--- config.mk ---
export PLATFORM = sky130hd
export DESIGN_NAME = b_multu
export DESIGN_NICKNAME = d
export VERILOG_FILES = /design/src/rtl/b_multu.sv
export SDC_FILE = /design/constraint.sdc
export NUM_CORES = 1
export LEC_CHECK = 0
export ABC_CLOCK_PERIOD_IN_PS = 3000
export CAP_MARGIN = 20
export CORE_ASPECT_RATIO = 0.8
export CORE_MARGIN = 2
export CORE_UTILIZATION = 45
export DETAILED_ROUTE_END_ITERATION = 8
export GPL_ROUTABILITY_DRIVEN = 1
export HOLD_SLACK_MARGIN = 0.06
export PLACE_DENSITY = 0.69
export REMOVE_ABC_BUFFERS = 1
export SETUP_SLACK_MARGIN = 0.3
export SYNTH_ARGS = -nofsm -noshare
export SYNTH_HDL_FRONTEND = slang
export SYNTH_SLANG_ARGS = --single-unit
--- constraint.sdc ---
create_clock -name i_b_multu_clk -period 3 [get_ports i_b_multu_clk]
set_input_delay 0.6 -clock i_b_multu_clk [delete_from_list [all_inputs] [get_ports i_b_multu_clk]]
set_output_delay 0.6 -clock i_b_multu_clk [all_outputs]
set_load 0.03 [all_outputs]
--- src/rtl/b_multu.sv ---
// Iterative unsigned shift-add multiplier with the architectural HI/LO pair.
// Fixed DATA_W-cycle latency; busy/done are registered for the hazard unit.
module b_multu #(
    parameter int DATA_W = 32,
    parameter int CNT_W  = $clog2(DATA_W)
) (
    input  logic              i_b_multu_clk,
    input  logic              i_b_multu_rst_n,
    input  logic              i_b_multu_start,
    input  logic              i_b_multu_flush,
    input  logic [DATA_W-1:0] i_b_multu_rs,
    input  logic [DATA_W-1:0] i_b_multu_rt,
    output logic              o_b_multu_busy,
    output logic              o_b_multu_done,
    output logic [DATA_W-1:0] o_b_multu_hi,
    output logic [DATA_W-1:0] o_b_multu_lo
);

    typedef enum logic [1:0] {
        IDLE = 2'd0,
        BUSY = 2'd1,
        DONE = 2'd2
    } state_t;

    state_t              r_state, w_state_nxt;
    logic [CNT_W-1:0]    r_cnt, w_cnt_nxt;
    logic [DATA_W-1:0]   r_m, w_m_nxt;
    logic [2*DATA_W:0]   r_p, w_p_nxt;
    logic [DATA_W-1:0]   r_hi, w_hi_nxt;
    logic [DATA_W-1:0]   r_lo, w_lo_nxt;
    logic                r_busy, w_busy_nxt;
    logic                r_done, w_done_nxt;

    logic [DATA_W:0]     w_upper_sum;
    logic [2*DATA_W:0]   w_p_step;

    // The upper part is DATA_W+1 bits wide so the add carry survives the shift.
    assign w_upper_sum = r_p[0] ? (r_p[2*DATA_W:DATA_W] + {1'b0, r_m})
                                : r_p[2*DATA_W:DATA_W];
    assign w_p_step    = {1'b0, w_upper_sum, r_p[DATA_W-1:1]};

    always_comb begin
        // NOTE: every output of this block gets a default first, so no path leaves one unassigned and no latch is inferred.
        w_state_nxt = r_state;
        w_cnt_nxt   = r_cnt;
        w_m_nxt     = r_m;
        w_p_nxt     = r_p;
        w_hi_nxt    = r_hi;
        w_lo_nxt    = r_lo;
        w_busy_nxt  = 1'b0;
        w_done_nxt  = 1'b0;

        unique case (r_state)
            IDLE, DONE: begin
                w_state_nxt = IDLE;
                if (i_b_multu_start && !i_b_multu_flush) begin
                    w_m_nxt     = i_b_multu_rs;
                    w_p_nxt     = {{(DATA_W+1){1'b0}}, i_b_multu_rt};
                    w_cnt_nxt   = CNT_W'(DATA_W-1);
                    w_state_nxt = BUSY;
                    w_busy_nxt  = 1'b1;
                end
            end
            BUSY: begin
                if (i_b_multu_flush) begin
                    w_state_nxt = IDLE;
                    w_m_nxt     = '0;
                    w_p_nxt     = '0;
                    w_cnt_nxt   = '0;
                end else begin
                    w_p_nxt    = w_p_step;
                    w_cnt_nxt  = r_cnt - 1'b1;
                    w_busy_nxt = 1'b1;
                    if (r_cnt == '0) begin
                        // Commit from the post-step value on the final edge.
                        w_hi_nxt    = w_p_step[2*DATA_W-1:DATA_W];
                        w_lo_nxt    = w_p_step[DATA_W-1:0];
                        w_state_nxt = DONE;
                        w_busy_nxt  = 1'b0;
                        w_done_nxt  = 1'b1;
                    end
                end
            end
            default: w_state_nxt = IDLE;
        endcase
    end

    always_ff @(posedge i_b_multu_clk or negedge i_b_multu_rst_n) begin
        if (!i_b_multu_rst_n) begin
            r_state <= IDLE;
            r_cnt   <= '0;
            r_m     <= '0;
            r_p     <= '0;
            r_hi    <= '0;
            r_lo    <= '0;
            r_busy  <= 1'b0;
            r_done  <= 1'b0;
        end else begin
            // NOTE: non-blocking assignments so every register samples the pre-edge values.
            r_state <= w_state_nxt;
            r_cnt   <= w_cnt_nxt;
            r_m     <= w_m_nxt;
            r_p     <= w_p_nxt;
            r_hi    <= w_hi_nxt;
            r_lo    <= w_lo_nxt;
            r_busy  <= w_busy_nxt;
            r_done  <= w_done_nxt;
        end
    end

    assign o_b_multu_busy = r_busy;
    assign o_b_multu_done = r_done;
    assign o_b_multu_hi   = r_hi;
    assign o_b_multu_lo   = r_lo;

endmodule

==> results of run 1 <==
[worst reg2reg max path, stage by stage, from the launching register on]
cell and delay (ns):
dfrtp_1 0.40, ha_2 0.21, fa_2 0.38, a211oi_4 0.28, o211ai_2 0.14, a2111o_1 0.40
nand3_2 0.09, nand3_4 0.12, a21boi_4 0.21, mux2i_1 0.09, a221o_1 0.25
[repair_timing]
| action | CTS | global route |
|---|---|---|
| resized for setup | 5 | 10 |
| buffers inserted | 3 | 3 |
| setup endpoints to repair | 17 | 29 |
| pin swaps | 6 | 8 |
[through the flow]
step,worst slack [ns],hold WS (ns),total power [mW],TNS (ns)
6_report,0.323,0.159,6.39,0
5_1_grt,0.248,0.220,6.68,0
4_1_cts,0.279,0.196,6.41,0
3_5_place_dp,0.182,0.461,4.04,0
3_3_place_gp,0.212,0.457,3.99,0
2_1_floorplan,-6.26,0.304,3.53,-560.89
[layout make-up]
type | instances | area share
Multi-Input combinational cell | 690 | 0.397
Sequential cell | 169 | 0.373
Timing Repair Buffer | 158 | 0.139
Clock buffer | 17 | 0.0376
Tap cell | 264 | 0.0292
Clock inverter | 15 | 0.0190
Inverter | 13 | 0.00431
[worst paths after layout]
check	depth (start not counted)	slack [ns]	to
worst max-delay path	10	0.32	r_p[57]
worst min-delay path	1	0.16	r_p[40]
worst max register to register	10	0.32	r_p[57]
worst min register to register	2	0.48	o_b_multu_lo[0]
max in group asynchronous	2	2.12	r_m[21]
min in group i_b_multu_clk	2	0.48	o_b_multu_lo[0]
[synthesized netlist by cell type, types with 2 or more instances]
cell	count	area, um^2
o21ai_1	9	45.0
a21o_1	14	105
o211ai_1	2	15.0
a211oi_1	2	15.0
nand4_1	11	68.8
a21oi_1	54	270
buf_2	8	40.0
dfrtp_1	169	4230
nand3_1	14	70.1
mux2i_1	54	541
clkbuf_1	50	188
xor2_1	11	96.3
nand3b_1	31	233
a21oi_2	2	17.5
o21ai_0	97	485
o31ai_2	2	25.0
a22o_1	32	280
a311oi_1	2	17.5
nor2b_1	5	31.3
a31oi_1	4	25.0
ha_1	34	425
nor2_1	25	93.8
o21bai_1	8	60.1
a22oi_1	3	22.5
buf_1	4	15.0
xnor2_1	14	123
a221o_1	3	30.0
o21a_1	4	30.0
and3_1	11	68.8
nand2b_1	3	18.8
inv_1	11	41.3
nand2_1	178	668
a32oi_1	4	35.0
nand3_2	2	20.0
mux2_2	3	33.8
a21boi_0	2	15.0
nor3_1	17	85.1
or3_1	6	37.5
[cells in the final DEF (no fill, tap or decap), types with 21 or more instances in the layout]
master,n
clkdlybuf4s50_1,132
nand3b_1,31
dfrtp_1,169
ha_1,33
mux2i_1,54
buf_4,21
nor2_1,23
nand2_1,176
a22o_1,32
o21ai_0,95
a21oi_1,48
[flip-flops by register name (all words and copies together) (netlist names)]
name and count:
r_cnt 5, o_b_multu_done 1, r_state 2, r_m 32
o_b_multu_busy 1, o_b_multu_lo 32, o_b_multu_hi 32, r_p 64
[cell families after synthesis]
logic type                 synth area share
muxes                                0.0641
AOI/OAI and AO/OA                     0.193
DFF                                   0.472
buffers and inverters                0.0338
adders and majority gates            0.0497
and+or+nand+nor                       0.163
xor gates and xnor gates             0.0245
[power groups by stage]
stage,Clock (mW),Sequential (mW),Combinational [mW]
global placement,0,2.75,1.25
detailed placement,0,2.75,1.29
CTS,2.41,2.71,1.30
global route,2.49,2.75,1.44
finish,2.37,2.71,1.30
floorplan,0,2.75,0.777
[layer usage]
metal  vias up  global-route usage  wire, um
li1       3560                   -         -
met1      3656               0.322     11300
met2       203               0.358     10400
met3        20              0.0731      1710
met4         0              0.0703       346
met5         -                   0         0
==> flow_metrics.py, run 1 <==
metrics = {
    "outcome": {
        "outcome": "finished, final reports clean",
    },
    "finish": {
        "syn_to_final_growth_pct": 26.5,
        "nNetsFinal": 1152,
        "multi_input_area_um2": 4500,
        "n_antenna_cell": 0,
        "design_area_um2": 11300,
        "drive_gt1_frac": 0.0904,
        "final_cells": 1326,
        "seqCellArea_um2": 4230,
        "fin_util": 0.575,
        "fillCellCount": 1778,
    },
    "global_route": {
        "grt_pass1_vias": 7332,
        "grt_pass1_wl_um": 38600,
        "antenna_found_initial": 1,
        "grt_max_degree": 75,
        "grt_use_total": 0.234,
        "grt_overflow": 0,
    },
    "cts": {
        "cts_max_level": 4,
        "root_buffer": "clkbuf_16",
        "cts_hold_buf": 0,
        "insertion_delay_ns": 0.45,
        "numCtsBuffers": 17,
        "cts_sinks": 169,
        "cts_buffer_depth": 2,
        "tritoncts": "built",
        "clkTransAtPathRegs_ns": 0.07,
    },
    "synthesis": {
        "ys_ff_latch": 169,
        "synth_seq_area_share": 0.472,
        "yosysWarnings": 0,
        "synthFlopType": "dfrtp_1",
        "synthCells": 935,
        "synth_area_um2": 8950,
        "synthArstFlopShare": 1.00,
        "synthDistinctLibCells": 68,
        "synth_edf_count": 0,
        "postSynthAreaPerCell_um2": 9.58,
    },
    "worst_setup_path": {
        "worstPathMaxFanout": 3,
        "cp-start-kind": "flip-flop",
        "path_class": "reg -> reg",
        "crit_path_end_kind": "flip-flop",
        "critPathLaunch": "r_m[0]",
        "crit_required_ns": 3.33,
        "critical-path-max-stage-delay_ns": 0.40,
        "path_cells": "ha_2, fa_2, a211oi_4, o211ai_2, a2111o_1, nand3_2, nand3_4, a21boi_4, mux2i_1, a221o_1",
        "cp_top_family": "compound AO/OA/AOI/OAI gates",
        "cp_slowest_cell": "dfrtp_1",
        "crit_buf_inv": 0,
        "r2r_start": "r_m[0]",
        "critPathArrivalTime_ns": 3.01,
    },
    "timing": {
        "fin_skew_ns": 0.0173,
        "slew_headroom": 0.455,
        "rsz0062_at_grt": "true",
        "slew_violations": 0,
        "max_freq_ghz": 0.374,
        "hold_violations": 0,
        "min_period_ns": 2.68,
        "finalSetupViolations": 0,
        "tightest_slew_ns": 0.812,
        "post-route-period-util": 0.892,
    },
    "placement": {
        "dpl_cell_area_um2": 10600,
        "hpwl_um": 16500,
        "portBuffers": 133,
        "gp_congestion": 0.891,
        "post-place-cells": 1288,
    },
    "power": {
        "p_clk_frac": 0.371,
        "seqPwrFrac": 0.425,
        "power.density_nw_per_um2": 564,
        "irDropWorstVdd_mv": 0.401,
        "leakage_nw": 5.12,
        "switchingPower_mw": 2.10,
        "p_comb_frac": 0.204,
        "switching_share": 0.329,
        "internal_power_mw": 4.29,
    },
    "floorplan": {
        "start_util": 0.455,
        "die_w_um": 162,
        "core_um2": 19700,
        "ios": 134,
        "rows": 46,
        "dieArea_um2": 21100,
        "die_h_um": 130,
    },
    "detailed_routing": {
        "routed-via-count": 7439,
        "drt-total-wl_um": 23800,
        "viasPerCell": 5.61,
        "drc": 0,
        "dr.pass1.iters": 7,
        "wl_per_cell_um": 17.9,
        "drtAntennaViolNets": 0,
        "drtIter0Drc": 436,
    },
    "job": {
        "maxCapViolCount": 0,
    },
    "hold_path": {
        "hold_class": "in -> async",
    },
}
Power figures use the tool's default switching activity.
==> run 2, diff against run 1 <==
--- a/config.mk
+++ b/config.mk
@@ -10,6 +10,7 @@
 export CORE_ASPECT_RATIO = 0.8
 export CORE_MARGIN = 2
 export CORE_UTILIZATION = 45
+export CTS_CLUSTER_SIZE = 30
 export DETAILED_ROUTE_END_ITERATION = 8
 export GPL_ROUTABILITY_DRIVEN = 1
 export HOLD_SLACK_MARGIN = 0.06
==> results of run 2 <==
The final DEF is identical to that of run 1; final timing and power are the same.
==> run 3, diff against run 2 <==
--- a/config.mk
+++ b/config.mk
@@ -7,8 +7,7 @@
 export LEC_CHECK = 0
 export ABC_CLOCK_PERIOD_IN_PS = 3000
 export CAP_MARGIN = 20
-export CORE_ASPECT_RATIO = 0.8
-export CORE_MARGIN = 2
+export CORE_ASPECT_RATIO = 1.1
 export CORE_UTILIZATION = 45
 export CTS_CLUSTER_SIZE = 30
 export DETAILED_ROUTE_END_ITERATION = 8
==> flow_metrics.py, run 3 (synthesis results as in run 1) <==
metrics = {
    "hold_path": {
        "hold_class": "in -> async",
    },
    "power": {
        "leakage_nw": 5.08,
        "irDropWorstVdd_mv": 0.397,
        "power.density_nw_per_um2": 553,
        "totalPowerFinal_mw": 6.26,
    },
    "cts": {
        "insertion_delay_ns": 0.43,
        "cts_buffer_depth": 2,
        "root_buffer": "clkbuf_16",
        "cts_hold_buf": 0,
        "numCtsBuffers": 17,
        "cts_sinks": 169,
        "tritoncts": "built",
        "cts_max_level": 4,
        "clkTransAtPathRegs_ns": 0.07,
    },
    "finish": {
        "drive_gt1_frac": 0.0952,
        "nNetsFinal": 1151,
        "fin_util": 0.586,
        "n_antenna_cell": 0,
        "largest_register_ffs": 64,
        "largest_register": "r_p",
        "final_cells": 1308,
        "fillCellCount": 1690,
        "mostFrequentLayoutCells": "nand2_1 (176), dfrtp_1 (169), clkdlybuf4s50_1 (132), o21ai_0 (94), mux2i_1 (54)",
        "syn_to_final_growth_pct": 26.3,
        "final_common_cell": "nand2_1",
    },
    "placement": {
        "pre_cts_ws_ns": 0.105,
        "post-place-cells": 1271,
        "gp_congestion": 0.901,
        "hpwl_um": 15600,
        "portBuffers": 133,
    },
    "job": {
        "maxCapViolCount": 0,
    },
    "timing": {
        "slew_violations": 0,
        "hold_violations": 0,
        "fin_skew_ns": 0.00843,
        "finalSetupViolations": 0,
        "tns_ns": 0,
        "rsz0062_at_grt": "true",
        "min_period_ns": 2.74,
        "slew_headroom": 0.452,
        "tightest_slew_ns": 0.816,
        "post-route-period-util": 0.912,
        "max_freq_ghz": 0.366,
        "worst_slack_ns": 0.265,
    },
    "detailed_routing": {
        "viasPerCell": 5.61,
        "drtAntennaViolNets": 0,
        "drc": 0,
        "drt-total-wl_um": 23100,
        "dr.pass1.iters": 7,
        "routed-via-count": 7340,
        "drtIter0Drc": 423,
        "wl_per_cell_um": 17.7,
    },
    "floorplan": {
        "rows": 53,
        "core_um2": 19300,
        "die_w_um": 137,
        "dieArea_um2": 20500,
        "ios": 134,
        "die_h_um": 150,
        "start_util": 0.464,
    },
    "worst_setup_path": {
        "path_class": "reg -> reg",
        "cp_top_family": "compound AO/OA/AOI/OAI gates",
        "cp_slowest_cell": "a2111o_1",
        "worstPathMaxFanout": 3,
        "crit_buf_inv": 0,
        "crit_path_end_kind": "flip-flop",
        "critical-path-max-stage-delay_ns": 0.40,
        "critPathArrivalTime_ns": 3.04,
        "path_cells": "ha_2, fa_2, a211oi_4, o211ai_2, a2111o_1, nand3_2, nand3_4, a21boi_4, mux2i_1, a221o_1",
        "cp-start-kind": "flip-flop",
        "crit_required_ns": 3.31,
    },
    "global_route": {
        "grt_max_degree": 92,
        "grt_use_total": 0.240,
        "grt_pass1_vias": 7482,
        "grt_pass1_wl_um": 38300,
        "antenna_found_initial": 0,
        "grt_overflow": 0,
    },
    "outcome": {
        "outcome": "finished, final reports clean",
    },
}
## run 3: report_power, final
group,internal [mW],total [mW],leakage (nW),switching (mW)
Clock,1.27,2.24,0.282,0.976
Sequential,2.51,2.71,2.28,0.198
Combinational,0.548,1.30,2.52,0.755
## run 3: timing repair
| item | 4_1_cts | 5_1_grt |
|---|---|---|
| endpoints found under the setup margin | 19 | 32 |
| buffers inserted | 2 | 2 |
| pin swaps | 4 | 10 |
| gates resized for setup | 6 | 18 |
## run 3: stage by stage
step                hold WS [ns]  cell area, um^2
floorplan                  0.304             8700
global placement           0.460            10500
detailed placement         0.461            10500
CTS                        0.182            11200
global route               0.211            11300
finish                     0.159            11300
## run 3: worst paths after layout
kind,start,end,slack [ns],cells past startpoint
min reg2reg,o_b_multu_lo[26],o_b_multu_lo[26],0.47,2
max,r_m[0],r_p[57],0.26,10
max reg2reg,r_m[0],r_p[57],0.26,10
max in group asynchronous,i_b_multu_rst_n,r_p[30],2.08,2
min,i_b_multu_rst_n,o_b_multu_hi[1],0.16,1
min in group i_b_multu_clk,o_b_multu_lo[26],o_b_multu_lo[26],0.47,2
## run 3: cell type report
class	instances	area, um^2	share of cell area
clock buffer	18	439	0.0388
clock inverter	14	159	0.0141
inverter	13	48.8	0.00432
multi-input combinational	690	4560	0.404
sequential	169	4230	0.374
tap	247	309	0.0273
timing repair buffer	157	1560	0.138
## run 3: per-layer routing
metal  routed length (um)  track usage
met1                10800        0.320
met4                  236       0.0622
met5                    0            0
met3                 1210       0.0593
met2                10900        0.389
